--- config.mk ---
export PLATFORM = sky130hd
export DESIGN_NAME = char_glyph_sched
export DESIGN_NICKNAME = d
export VERILOG_FILES = /design/src/rtl/char_gpu_pkg.sv /design/src/rtl/char_read_pipe.sv /design/src/rtl/char_glyph_sched.sv
export SDC_FILE = /design/constraint.sdc
export NUM_CORES = 1
export LEC_CHECK = 0
export BUFFER_PORTS_ARGS = -buffer_cell sky130_fd_sc_hd__buf_2
export CORE_MARGIN = 5
export CORE_UTILIZATION = 38
export DETAILED_ROUTE_END_ITERATION = 8
export HOLD_SLACK_MARGIN = 0.1
export SKIP_CTS_REPAIR_TIMING = 1
export SYNTH_ARGS = -nofsm -noshare
export SYNTH_HDL_FRONTEND = slang
export SYNTH_SLANG_ARGS = --single-unit
--- constraint.sdc ---
create_clock -name clock -period 2.4 [get_ports clock]
set_input_delay 0.48 -clock clock [delete_from_list [all_inputs] [get_ports clock]]
set_output_delay 0.48 -clock clock [all_outputs]
set_load 0.05 [all_outputs]
--- src/rtl/char_gpu_pkg.sv ---
// Shared constants and types for the character glyph memory and its scheduler.
package char_gpu_pkg;

  localparam int unsigned NUM_CHARS  = 36;
  localparam int unsigned GLYPH_W    = 4;
  localparam int unsigned GLYPH_H    = 5;
  localparam int unsigned CHAR_IDX_W = 6;
  localparam int unsigned X_W        = $clog2(GLYPH_W);
  localparam int unsigned Y_W        = $clog2(GLYPH_H);

  typedef enum logic [1:0] {
    IDLE,
    DRAIN,
    WR_SETUP,
    WR_STROBE
  } sched_state_t;

  // Side information that travels alongside a read through the array latency.
  typedef struct packed {
    logic                  valid;
    logic [CHAR_IDX_W-1:0] char_idx;
    logic                  in_range;
  } rd_meta_t;

  function automatic logic row_ok(input logic [Y_W-1:0] y);
    return y <= Y_W'(GLYPH_H - 1);
  endfunction

endpackage

--- src/rtl/char_read_pipe.sv ---
// Fixed-latency read return path: aligns read metadata with arr_rdata,
// selects the requested glyph bit and registers the renderer outputs.
module char_read_pipe
  import char_gpu_pkg::*;
#(
  parameter int unsigned NUM_CHARS = char_gpu_pkg::NUM_CHARS,
  parameter int unsigned ARR_LAT   = 1
) (
  input  logic                  clock,
  input  logic                  rst_n,
  input  logic                  acc,
  input  logic [CHAR_IDX_W-1:0] char_idx,
  input  logic                  in_range,
  input  logic [NUM_CHARS-1:0]  arr_rdata,
  output logic                  busy_c,
  output logic                  disp_valid,
  output logic                  disp_pixel
);

  localparam int unsigned DEPTH = ARR_LAT + 1;

  rd_meta_t pipe_q [DEPTH];
  logic     pixel_c;

  // Stage 0 lines up with arr_x/arr_y; stage ARR_LAT lines up with arr_rdata.
  always_ff @(posedge clock or negedge rst_n) begin
    if (!rst_n) begin
      for (int unsigned i = 0; i < DEPTH; i++) begin
        pipe_q[i] <= '0;
      end
    end else begin
      pipe_q[0].valid    <= acc;
      pipe_q[0].char_idx <= char_idx;
      pipe_q[0].in_range <= in_range;
      for (int unsigned i = 1; i < DEPTH; i++) begin
        pipe_q[i] <= pipe_q[i-1];
      end
    end
  end

  // Reads still waiting on the array keep the address bus reserved.
  always_comb begin
    busy_c = 1'b0;
    for (int unsigned i = 0; i < ARR_LAT; i++) begin
      busy_c = busy_c | pipe_q[i].valid;
    end
  end

  always_comb begin
    pixel_c = 1'b0;
    for (int unsigned i = 0; i < NUM_CHARS; i++) begin
      if (pipe_q[ARR_LAT].char_idx == CHAR_IDX_W'(i)) begin
        pixel_c = arr_rdata[i];
      end
    end
  end

  always_ff @(posedge clock or negedge rst_n) begin
    if (!rst_n) begin
      disp_valid <= 1'b0;
      disp_pixel <= 1'b0;
    end else begin
      disp_valid <= pipe_q[ARR_LAT].valid;
      disp_pixel <= pipe_q[ARR_LAT].valid & pipe_q[ARR_LAT].in_range & pixel_c;
    end
  end

endmodule

--- src/rtl/char_glyph_sched.sv ---
// Glyph memory bus owner: arbitrates renderer reads against host pixel writes,
// sequences the write strobe and returns read bits with fixed latency.
module char_glyph_sched
  import char_gpu_pkg::*;
#(
  parameter int unsigned NUM_CHARS  = char_gpu_pkg::NUM_CHARS,
  parameter int unsigned ARR_LAT    = 1,
  parameter int unsigned STARVE_MAX = 8
) (
  input  logic                  clock,
  input  logic                  rst_n,
  input  logic                  disp_req,
  output logic                  disp_gnt,
  input  logic [CHAR_IDX_W-1:0] disp_char,
  input  logic [X_W-1:0]        disp_col,
  input  logic [Y_W-1:0]        disp_row,
  output logic                  disp_valid,
  output logic                  disp_pixel,
  input  logic                  host_req,
  input  logic [X_W-1:0]        host_x,
  input  logic [Y_W-1:0]        host_y,
  input  logic                  host_bit,
  output logic                  host_ack,
  output logic                  host_err,
  output logic                  arr_write,
  output logic [X_W-1:0]        arr_x,
  output logic [Y_W-1:0]        arr_y,
  output logic                  arr_data,
  input  logic [NUM_CHARS-1:0]  arr_rdata
);

  localparam int unsigned STARVE_W = $clog2(STARVE_MAX + 1);

  sched_state_t        state_q, state_nx;
  logic [STARVE_W-1:0] starve_q, starve_nx;
  logic                arr_write_nx, host_ack_nx, host_err_nx, arr_data_nx;
  logic [X_W-1:0]      arr_x_nx;
  logic [Y_W-1:0]      arr_y_nx;
  logic                gnt_c, host_pick_c, starved_c, busy_c, rd_in_range_c;

  assign starved_c     = (starve_q == STARVE_W'(STARVE_MAX));
  assign host_pick_c   = host_req & (~disp_req | starved_c);
  assign rd_in_range_c = (32'(disp_char) < NUM_CHARS) & row_ok(disp_row);
  assign disp_gnt      = gnt_c & rst_n;

  // Next-state, grant and next-output decode.
  always_comb begin
    state_nx     = state_q;
    starve_nx    = starve_q;
    gnt_c        = 1'b0;
    arr_write_nx = 1'b0;
    host_ack_nx  = 1'b0;
    host_err_nx  = 1'b0;
    arr_x_nx     = arr_x;
    arr_y_nx     = arr_y;
    arr_data_nx  = arr_data;

    case (state_q)
      IDLE: begin
        if (host_pick_c) begin
          if (busy_c) begin
            state_nx = DRAIN;
          end else begin
            state_nx    = WR_SETUP;
            arr_x_nx    = host_x;
            arr_y_nx    = host_y;
            arr_data_nx = host_bit;
          end
        end else if (disp_req) begin
          gnt_c    = 1'b1;
          arr_x_nx = disp_col;
          arr_y_nx = disp_row;
          if (host_req) begin
            starve_nx = starved_c ? starve_q : starve_q + STARVE_W'(1);
          end else begin
            starve_nx = '0;
          end
        end
      end

      DRAIN: begin
        if (!busy_c) begin
          state_nx    = WR_SETUP;
          arr_x_nx    = host_x;
          arr_y_nx    = host_y;
          arr_data_nx = host_bit;
        end
      end

      WR_SETUP: begin
        state_nx     = WR_STROBE;
        arr_write_nx = row_ok(host_y);
        host_ack_nx  = 1'b1;
        host_err_nx  = ~row_ok(host_y);
      end

      WR_STROBE: begin
        state_nx  = IDLE;
        starve_nx = '0;
      end

      default: begin
        state_nx = IDLE;
      end
    endcase
  end

  always_ff @(posedge clock or negedge rst_n) begin
    if (!rst_n) begin
      state_q   <= IDLE;
      starve_q  <= '0;
      arr_write <= 1'b0;
      host_ack  <= 1'b0;
      host_err  <= 1'b0;
      arr_x     <= '0;
      arr_y     <= '0;
      arr_data  <= 1'b0;
    end else begin
      state_q   <= state_nx;
      starve_q  <= starve_nx;
      arr_write <= arr_write_nx;
      host_ack  <= host_ack_nx;
      host_err  <= host_err_nx;
      arr_x     <= arr_x_nx;
      arr_y     <= arr_y_nx;
      arr_data  <= arr_data_nx;
    end
  end

  char_read_pipe #(
    .NUM_CHARS (NUM_CHARS),
    .ARR_LAT   (ARR_LAT)
  ) u_read_pipe (
    .clock      (clock),
    .rst_n      (rst_n),
    .acc        (disp_gnt),
    .char_idx   (disp_char),
    .in_range   (rd_in_range_c),
    .arr_rdata  (arr_rdata),
    .busy_c     (busy_c),
    .disp_valid (disp_valid),
    .disp_pixel (disp_pixel)
  );

endmodule

==> flow_summary.ini, run 1 <==
[global_routing]
grt_busiest_layer = met2
met3_usage_pct = 4.06
overflow = 0
grt_util_met1_pct = 19.3
antenna_found_initial = 0
use_met2_pct = 25.5
grt_pass1_vias = 1792
grt_max_degree = 34
grt_pass1_wl_um = 7960
track_usage_pct = 15.3

[worst_setup_path]
crit_type = flop to output port
required_ns = 1.92
critPathLaunch = starve_q[0]
r2r_setup_slack_ns = 0.49
critPathLaunchType = flop
cp-end-kind = output port
slowest_stage = dfrtp_1
worstRegToRegCells = 7
path_max_fanout = 6
path_cells = inv_1 -> ha_1 -> nand3b_1 -> o211ai_1 -> nor2_1 -> clkbuf_4
critical_path_arrival_ns = 1.66
timing.rr.start = starve_q[0]
slowest_delay_ns = 0.43
r2r-end = arr_y[0]
cp-endpoint = disp_gnt

[synth]
seq_area_frac_synth_pct = 42.2
synth_seq_cells = 33
synth_cell_types = 53
synth_top_area_share_pct = 42.2
syn_nets = 264
ys.flop_type = dfrtp_1
yosys_warnings = 0
postSynthCellCount = 201
synth_area_leaders = dfrtp_1 42%, ha_1 3.8%, o21ai_0 3.1%
ys_async_sr_fraction_pct = 100
synth_edf_count = 0
yosys.area.top_type = dfrtp_1
synth.avg_cell_area_um2 = 9.73
syn_area_um2 = 1960

[placed_design]
place_area_um2 = 2360
port_buffers = 68
place_congestion = 0.839
hpwl_um = 3670

[route]
ant_nets = 0
first_pass_iters = 4
drt-total-wl_um = 4790
avgViaCountPerCell = 5.19
wire_per_inst_um = 14.0
drtIter0Drc = 63
vias = 1769
drc = 0

[finish]
nFillCells = 497
nets = 333
drive_above_1_share_pct = 33.6
diodes = 0
final_cell_mix = 67 x buf_2, 33 x dfrtp_1, 12 x o21ai_0
layout_commonest_cell = buf_2
stdcell_area_um2 = 2460
areaGrowthSynthToFinish_pct = 26.0

[timing]
fin_crit_sh_pct = 89.0
fmax_ghz = 0.468
hold_violations = 0
worst_pin_slew_ns = 0.488
finalSetupViolCount = 0
clock_skew_ns = 0.00325
slew_headroom_pct = 67.5
slew_viol_final = 0
timing.setup.tns_ns = 0
rsz0062_at_grt = false
period_minus_slack_ns = 2.14

[cts]
cts_made_buffers = 5
tritoncts = yes
clkLatencyLatePin_ns = 0.28
clkTransAtPathRegs_ns = 0.07
clock-sinks = 33
clockBufferDepth = 2
clockRootBuffer = clkbuf_8
h-tree-depth = 2

[run]
max_cap_viol_count = 0

[floorplan]
rows = 26
core_um2 = 5040
die-area_um2 = 6680
die_x_um = 81.7
start_util_pct = 38.8
die_h_um = 81.7
io_pins = 69

[power]
powerDensity_nw_per_um2 = 839
seqPwrFrac_pct = 37.7
p_int_mw = 1.21
switching_share_pct = 41.7
leakagePower_nw = 1.15
ir_drop_uv = 770
switchingPower_mw = 0.862
power_frac_comb_pct = 43.3
pwr-share-clk_pct = 19.0

[hold_path]
hold_class = input pin to async pin

[outcome]
status = finished clean
-- metrics by stage --
stage | util (%) | setup slack, ns | std cells | hold WS (ns) | total power [mW]
after CTS | 48.5 | 0.108 | 339 | 0.238 | 2.09
after floorplan | - | 0.321 | 201 | 0.184 | 1.43
after detailed placement | 46.8 | 0.383 | 331 | 0.335 | 1.67
final | 48.9 | 0.264 | 341 | 0.229 | 2.07
after global routing | 48.9 | 0.108 | 341 | 0.268 | 2.24
after global placement | 46.8 | 0.409 | 331 | 0.333 | 1.67
-- area by class of cell --
type                       instances  area (um2)  area share (%)
tap                               70        87.6            3.55
sequential                        33         826            33.5
clock inverter                     2        10.0           0.406
clock buffer                       6        72.6            2.94
inverter                          11        41.3            1.68
timing repair buffer              74         388            15.7
multi-input combinational        145        1040            42.2
-- critical path: cells and delay by family, from the launching register on --
family                   cells  cell delay, ns
flip-flops                   1            0.43
AND/OR/NAND/NOR              2            0.21
adder cells (fa/ha/maj)      1            0.14
buffers and inverters        2            0.30
AO/OA/AOI/OAI                1            0.30
-- sequential cells by signal, summed over array words and instances (netlist names) --
| register | count |
|---|---|
| arr_data | 1 |
| arr_write | 1 |
| arr_x | 2 |
| arr_y | 3 |
| host_ack | 1 |
| host_err | 1 |
| starve_q | 4 |
| state_q | 2 |
| u_read_pipe.busy_c | 1 |
| u_read_pipe.disp_pixel | 1 |
| u_read_pipe.disp_valid | 1 |
| u_read_pipe.pipe_q | 15 |
-- cell families (layout without fill, tap and decap cells) --
kind of cell               count (synthesis)  in the layout  share of synthesized area [%]
AOI/OAI and AO/OA                         65             65                           23.4
and+or+nand+nor                           62             62                           18.4
DFF                                       33             33                           42.2
buffers and inverters                     23             93                           4.73
muxes                                     12             12                           7.42
adders and majority gates                  6              6                           3.84
-- per-layer routing --
metal / vias up / routed length (um) / share of wire (%)
met5: - / 0 / 0
li1: 887 / - / -
met4: 0 / 68 / 1.4
met2: 72 / 2250 / 47
met1: 802 / 2090 / 44
met3: 8 / 387 / 8.1
-- power groups by stage --
stage          combinational, mW  sequential, mW  clock, mW
5_1_grt                     1.00           0.800      0.440
3_3_place_gp               0.879           0.787          0
2_1_floorplan              0.417            1.01          0
6_report                   0.895           0.779      0.394
4_1_cts                    0.889           0.779      0.421
3_5_place_dp               0.890           0.782          0
-- worst min path at each step --
stage,startpoint,endpoint,slack [ns],cells past startpoint
2_1_floorplan,rst_n,arr_data,0.18,0
3_3_place_gp,u_read_pipe.pipe_q[10],u_read_pipe.pipe_q[2],0.33,0
3_5_place_dp,u_read_pipe.pipe_q[9],u_read_pipe.pipe_q[1],0.33,0
4_1_cts,rst_n,starve_q[1],0.24,2
5_1_grt,rst_n,starve_q[1],0.27,2
6_report,rst_n,starve_q[1],0.23,2
-- cells in the mapped netlist, types with 3 or more instances --
library cell,instances
o22ai_1,6
buf_2,4
nand3_1,3
clkbuf_1,7
nor3b_1,4
nand2b_1,3
nand3b_1,4
o21ai_0,12
nor3_1,3
nand4_1,3
a31oi_1,4
inv_1,11
mux2i_1,4
o211ai_1,4
nand2_1,11
a2bb2oi_1,4
mux2_2,4
and2_1,3
nor2b_1,7
a21oi_1,9
ha_1,6
nor2_1,9
dfrtp_1,33
Power figures use the tool's default switching activity.
==> run 2: changes to the inputs <==
--- a/config.mk
+++ b/config.mk
@@ -5,6 +5,7 @@
 export SDC_FILE = /design/constraint.sdc
 export NUM_CORES = 1
 export LEC_CHECK = 0
+export ABC_AREA = 1
 export BUFFER_PORTS_ARGS = -buffer_cell sky130_fd_sc_hd__buf_2
 export CORE_MARGIN = 5
 export CORE_UTILIZATION = 38
==> flow_summary.ini, run 2 <==
[outcome]
status = finished clean

[route]
drtIter0Drc = 88
first_pass_iters = 4
ant_nets = 0
vias = 1864
avgViaCountPerCell = 4.78
wire_per_inst_um = 12.4
drt-total-wl_um = 4840
drc = 0

[global_routing]
track_usage_pct = 15.7
grt_pass1_wl_um = 7820
grt_pass1_vias = 1783
antenna_found_initial = 0
grt_max_degree = 34
overflow = 0

[synth]
yosys.area.top_type = dfrtp_1
yosys_warnings = 0
postSynthCellCount = 238
synth_edf_count = 0
ys_async_sr_fraction_pct = 100
seq_area_frac_synth_pct = 44.7
synth_common_cells = 43 x nand2_1, 38 x inv_1, 33 x dfrtp_1
synth_seq_cells = 33
syn_area_um2 = 1850
syn_nets = 301
synth.most_common_cell = nand2_1
ys.flop_type = dfrtp_1
synth_top_area_share_pct = 44.7
synth.avg_cell_area_um2 = 7.77
synth_area_leaders = dfrtp_1 45%, nand2_1 8.7%, inv_1 7.7%
synth_cell_types = 29

[worst_setup_path]
path_max_fanout = 5
cp-end-kind = flop
r2r-end = u_read_pipe.disp_pixel
crit_type = flop to flop
critical_path_arrival_ns = 2.47
critPathLaunch = u_read_pipe.pipe_q[3]
critPathLaunchType = flop
r2r_setup_slack_ns = 0.1
cp-endpoint = u_read_pipe.disp_pixel
required_ns = 2.57
timing.rr.start = u_read_pipe.pipe_q[3]
worstRegToRegCells = 27

[floorplan]
rows = 25
die_h_um = 79.8
die-area_um2 = 6360
core_um2 = 4720
start_util_pct = 39.2
die_x_um = 79.8
io_pins = 69

[timing]
slew_headroom_pct = 59.6
fin_crit_sh_pct = 96.0
period_minus_slack_ns = 2.30
rsz0062_at_grt = true
clock_skew_ns = 0.00593
worst_pin_slew_ns = 0.603
hold_slack_ns = 0.239
hold_violations = 0
slew_viol_final = 0
fmax_ghz = 0.434
finalSetupViolCount = 0
timing.setup.tns_ns = 0
worst_slack_ns = 0.0966

[placed_design]
hpwl_um = 3910
dp_cells = 381
dp_slack_ns = 0.0272
place_congestion = 0.891
place_area_um2 = 2340
port_buffers = 68

[finish]
stdcell_area_um2 = 2460
layout_commonest_cell = buf_2
diodes = 0
top_register = u_read_pipe.pipe_q
largest_reg_flops = 15
instances_no_fill = 390
final_cell_mix = 68 x buf_2, 43 x nand2_1, 37 x inv_1
nets = 385
reg_top3 = u_read_pipe.pipe_q (15), starve_q (4), arr_y (3)
areaGrowthSynthToFinish_pct = 32.9
drive_above_1_share_pct = 32.5

[cts]
cts_made_buffers = 5
h-tree-depth = 2
clkLatencyLatePin_ns = 0.28
tritoncts = yes
clockBufferDepth = 2
clkTransAtPathRegs_ns = 0.07
clockRootBuffer = clkbuf_8
clock-sinks = 33

[power]
leakagePower_nw = 1.27
powerDensity_nw_per_um2 = 822
ir_drop_uv = 616

[run]
max_cap_viol_count = 0

[hold_path]
hold_class = input pin to async pin
-- run 2: logic make-up after synthesis --
group / count (synthesis) / share of synthesized area [%]
and+or+nand+nor: 115 / 29.4
adders and majority gates: 6 / 4.06
muxes: 1 / 0.609
AOI/OAI and AO/OA: 40 / 12.3
buffers and inverters: 43 / 8.93
DFF: 33 / 44.7
-- run 2: per-layer routing --
metal | track usage, % | wire [um] | up-vias
met5 | 0 | 0 | -
met4 | 5.57 | 81 | 0
met3 | 3.95 | 301 | 9
met2 | 27.3 | 2340 | 49
met1 | 18.9 | 2130 | 846
li1 | - | - | 960
-- run 2: report_power, final --
| part | switching (mW) | internal [mW] | leakage [nW] |
|---|---|---|---|
| Clock | 0.195 | 0.200 | 0.0439 |
| Sequential | 0.0755 | 0.685 | 0.400 |
| Combinational | 0.606 | 0.257 | 0.822 |
| Total | 0.876 | 1.14 | 1.27 |
-- run 2: worst min-delay path by stage --
| stage | start | endpoint | slack [ns] |
|---|---|---|---|
| 3_5_place_dp | u_read_pipe.pipe_q[11] | u_read_pipe.pipe_q[3] | 0.34 |
| 3_3_place_gp | u_read_pipe.pipe_q[11] | u_read_pipe.pipe_q[3] | 0.33 |
| 4_1_cts | rst_n | state_q[0] | 0.25 |
| 6_report | rst_n | host_ack | 0.24 |
| 2_1_floorplan | rst_n | arr_data | 0.18 |
| 5_1_grt | rst_n | host_ack | 0.28 |
-- run 2: worst max-delay path, cell delays in order (launching register included) --
cell and delay [ns]:
dfrtp_2 0.44, inv_2 0.09, nor2_4 0.05, buf_4 0.15, nand2_1 0.06, inv_1 0.05, nand3_1 0.07, nand4_1 0.08
nand2_1 0.06, nand4_1 0.07, nor2_1 0.11, nand4_1 0.09, nand2_1 0.08, nand2_1 0.05, nand2_1 0.06, nand4_1 0.07
nand2_1 0.06, nand2_1 0.04, nand2_1 0.05, nand2_1 0.04, nand2_1 0.05, nand2_1 0.05, nand2_1 0.05, nand2_1 0.04
nand2_1 0.05, nand4_1 0.07, nor2_1 0.09, nor2_1 0.04
-- run 2: area by class of cell --
class                   count  area (um2)
fillers                   479        2270
repair buffers             80         430
clock buffers               5        68.8
flip-flops and latches     33         831
well taps                  67        83.8
clock inverters             3        17.5
inverters                  40         150
multi-input cells         162         876
-- run 2: per-stage QoR --
step	utilization [%]	power [mW]
2_1_floorplan	-	1.39
3_3_place_gp	49.6	1.63
3_5_place_dp	49.6	1.64
4_1_cts	51.4	2.04
5_1_grt	52.0	2.18
6_report	52.0	2.02
==> run 3: changes to the inputs <==
--- a/config.mk
+++ b/config.mk
@@ -8,9 +8,10 @@
 export ABC_AREA = 1
 export BUFFER_PORTS_ARGS = -buffer_cell sky130_fd_sc_hd__buf_2
 export CORE_MARGIN = 5
-export CORE_UTILIZATION = 38
+export CORE_UTILIZATION = 49
 export DETAILED_ROUTE_END_ITERATION = 8
 export HOLD_SLACK_MARGIN = 0.1
+export PLACE_DENSITY = 0.8
 export SKIP_CTS_REPAIR_TIMING = 1
 export SYNTH_ARGS = -nofsm -noshare
 export SYNTH_HDL_FRONTEND = slang
==> flow_summary.ini, run 3 (synthesis results as in run 2) <==
[outcome]
status = finished clean

[timing]
worst_slack_ns = 0.0932
fin_crit_sh_pct = 96.1
slew_viol_final = 0
hold_violations = 0
rsz0062_at_grt = true
clock_skew_ns = 0.00842
worst_pin_slew_ns = 0.625
finalSetupViolCount = 0
fmax_ghz = 0.434
period_minus_slack_ns = 2.31
slew_headroom_pct = 58.1

[finish]
final_cell_mix = 67 x buf_2, 42 x nand2_1, 36 x inv_1
instances_no_fill = 375
drive_above_1_share_pct = 33.3
diodes = 0
nets = 389
utilization_pct = 67.6
top_register = u_read_pipe.pipe_q
largest_reg_flops = 15
reg_top3 = u_read_pipe.pipe_q (15), starve_q (4), arr_y (3)
stdcell_area_um2 = 2470
nFillCells = 315
areaGrowthSynthToFinish_pct = 33.8
layout_commonest_cell = buf_2

[cts]
cts_made_buffers = 5
tritoncts = yes
h-tree-depth = 2
clkLatencyLatePin_ns = 0.28
clockBufferDepth = 2
clockRootBuffer = clkbuf_8
clock-sinks = 33
clkTransAtPathRegs_ns = 0.07

[worst_setup_path]
r2r-end = u_read_pipe.disp_pixel
cp-end-kind = flop
worstRegToRegCells = 27
critPathBufInv = 3
slowest_stage = dfrtp_1
critPathLaunchType = flop
timing.rr.start = u_read_pipe.pipe_q[3]
critPathTopFamily = simple AND/OR/NAND/NOR gates
cpMostUsedCell = nand2_1
slowest_delay_ns = 0.42
r2r_setup_slack_ns = 0.09
crit_type = flop to flop
critical_path_arrival_ns = 2.48
required_ns = 2.57
path_max_fanout = 6

[power]
pwr-share-clk_pct = 21.6
switching_share_pct = 42.3
leakagePower_nw = 1.30
switchingPower_mw = 0.886
ir_drop_uv = 642
p_int_mw = 1.21
power_frac_comb_pct = 42.0
seqPwrFrac_pct = 36.5
powerDensity_nw_per_um2 = 846

[placed_design]
dp_cells = 366
place_congestion = 0.966
port_buffers = 68
hpwl_um = 3830
place_area_um2 = 2350
dp_slack_ns = 0.00197

[global_routing]
grt_pass1_vias = 1806
grt_max_degree = 34
track_usage_pct = 19.4
overflow = 0
grt_pass1_wl_um = 7930
antenna_found_initial = 0

[floorplan]
die_x_um = 71.4
die-area_um2 = 5100
core_um2 = 3660
rows = 22
die_h_um = 71.4
io_pins = 69
start_util_pct = 50.5

[route]
first_pass_iters = 4
ant_nets = 0
wire_per_inst_um = 12.9
drc = 0
avgViaCountPerCell = 5.18
drtIter0Drc = 124
drt-total-wl_um = 4830
vias = 1941

[hold_path]
hold_class = input pin to async pin

[run]
max_cap_viol_count = 0
[run 3: power groups by stage]
| stage | sequential, mW | combinational (mW) | clock, mW |
|---|---|---|---|
| final | 0.764 | 0.879 | 0.451 |
| after global routing | 0.781 | 0.986 | 0.491 |
| after CTS | 0.762 | 0.878 | 0.462 |
| after detailed placement | 0.767 | 0.872 | 0 |
| after global placement | 0.764 | 0.858 | 0 |
| after floorplan | 1.01 | 0.376 | 0 |
[run 3: cell type report]
class / instances / area, um2 / share of cell area (%)
sequential: 33 / 830 / 33.5
clock buffer: 7 / 96.3 / 3.89
clock inverter: 1 / 5.00 / 0.202
tap: 48 / 60.1 / 2.43
timing repair buffer: 84 / 463 / 18.7
multi-input combinational: 162 / 871 / 35.2
inverter: 40 / 150 / 6.07
[run 3: worst max path at each step]
stage / start / end / slack (ns) / cells past startpoint
global route: u_read_pipe.pipe_q[1] / u_read_pipe.disp_pixel / -0.17 / 26
CTS: u_read_pipe.pipe_q[3] / u_read_pipe.disp_pixel / -0.004 / 27
floorplan: starve_q[0] / disp_gnt / 0.12 / 7
global placement: u_read_pipe.pipe_q[3] / u_read_pipe.disp_pixel / 0.1 / 27
finish: u_read_pipe.pipe_q[3] / u_read_pipe.disp_pixel / 0.09 / 27
detailed placement: u_read_pipe.pipe_q[3] / u_read_pipe.disp_pixel / 0.002 / 27
[run 3: metrics by stage]
step	power (mW)	hold WS [ns]	setup TNS (ns)
floorplan	1.39	0.184	0
global placement	1.62	0.331	0
detailed placement	1.64	0.337	0
CTS	2.10	0.236	-0.00447
global route	2.26	0.260	-0.174
finish	2.09	0.228	0
[run 3: layer usage]
metal | share of wire, % | global-route usage [%] | vias up | routed length (um)
met1 | 44 | 27.1 | 861 | 2140
met4 | 2.3 | 6.89 | 0 | 110
met5 | 0 | 0 | - | 0
met2 | 43 | 28.5 | 92 | 2060
met3 | 11 | 6.03 | 12 | 525
li1 | - | - | 976 | -
[run 3: worst reg2reg max path, stage by stage, from the launching register on]
cell	delay, ns
dfrtp_1	0.42
inv_2	0.09
nor2_4	0.05
buf_4	0.15
nand2_1	0.07
inv_1	0.05
nand3_1	0.07
nand4_1	0.10
nand2_1	0.08
nand4_1	0.07
nor2_1	0.09
nand4_1	0.08
nand2_1	0.07
nand2_1	0.05
nand2_1	0.05
nand4_1	0.07
nand2_1	0.06
nand2_1	0.04
nand2_1	0.05
nand2_1	0.05
nand2_1	0.05
nand2_1	0.05
nand2_1	0.05
nand2_1	0.05
nand2_1	0.05
nand4_1	0.08
nor2_1	0.09
nor2_1	0.04
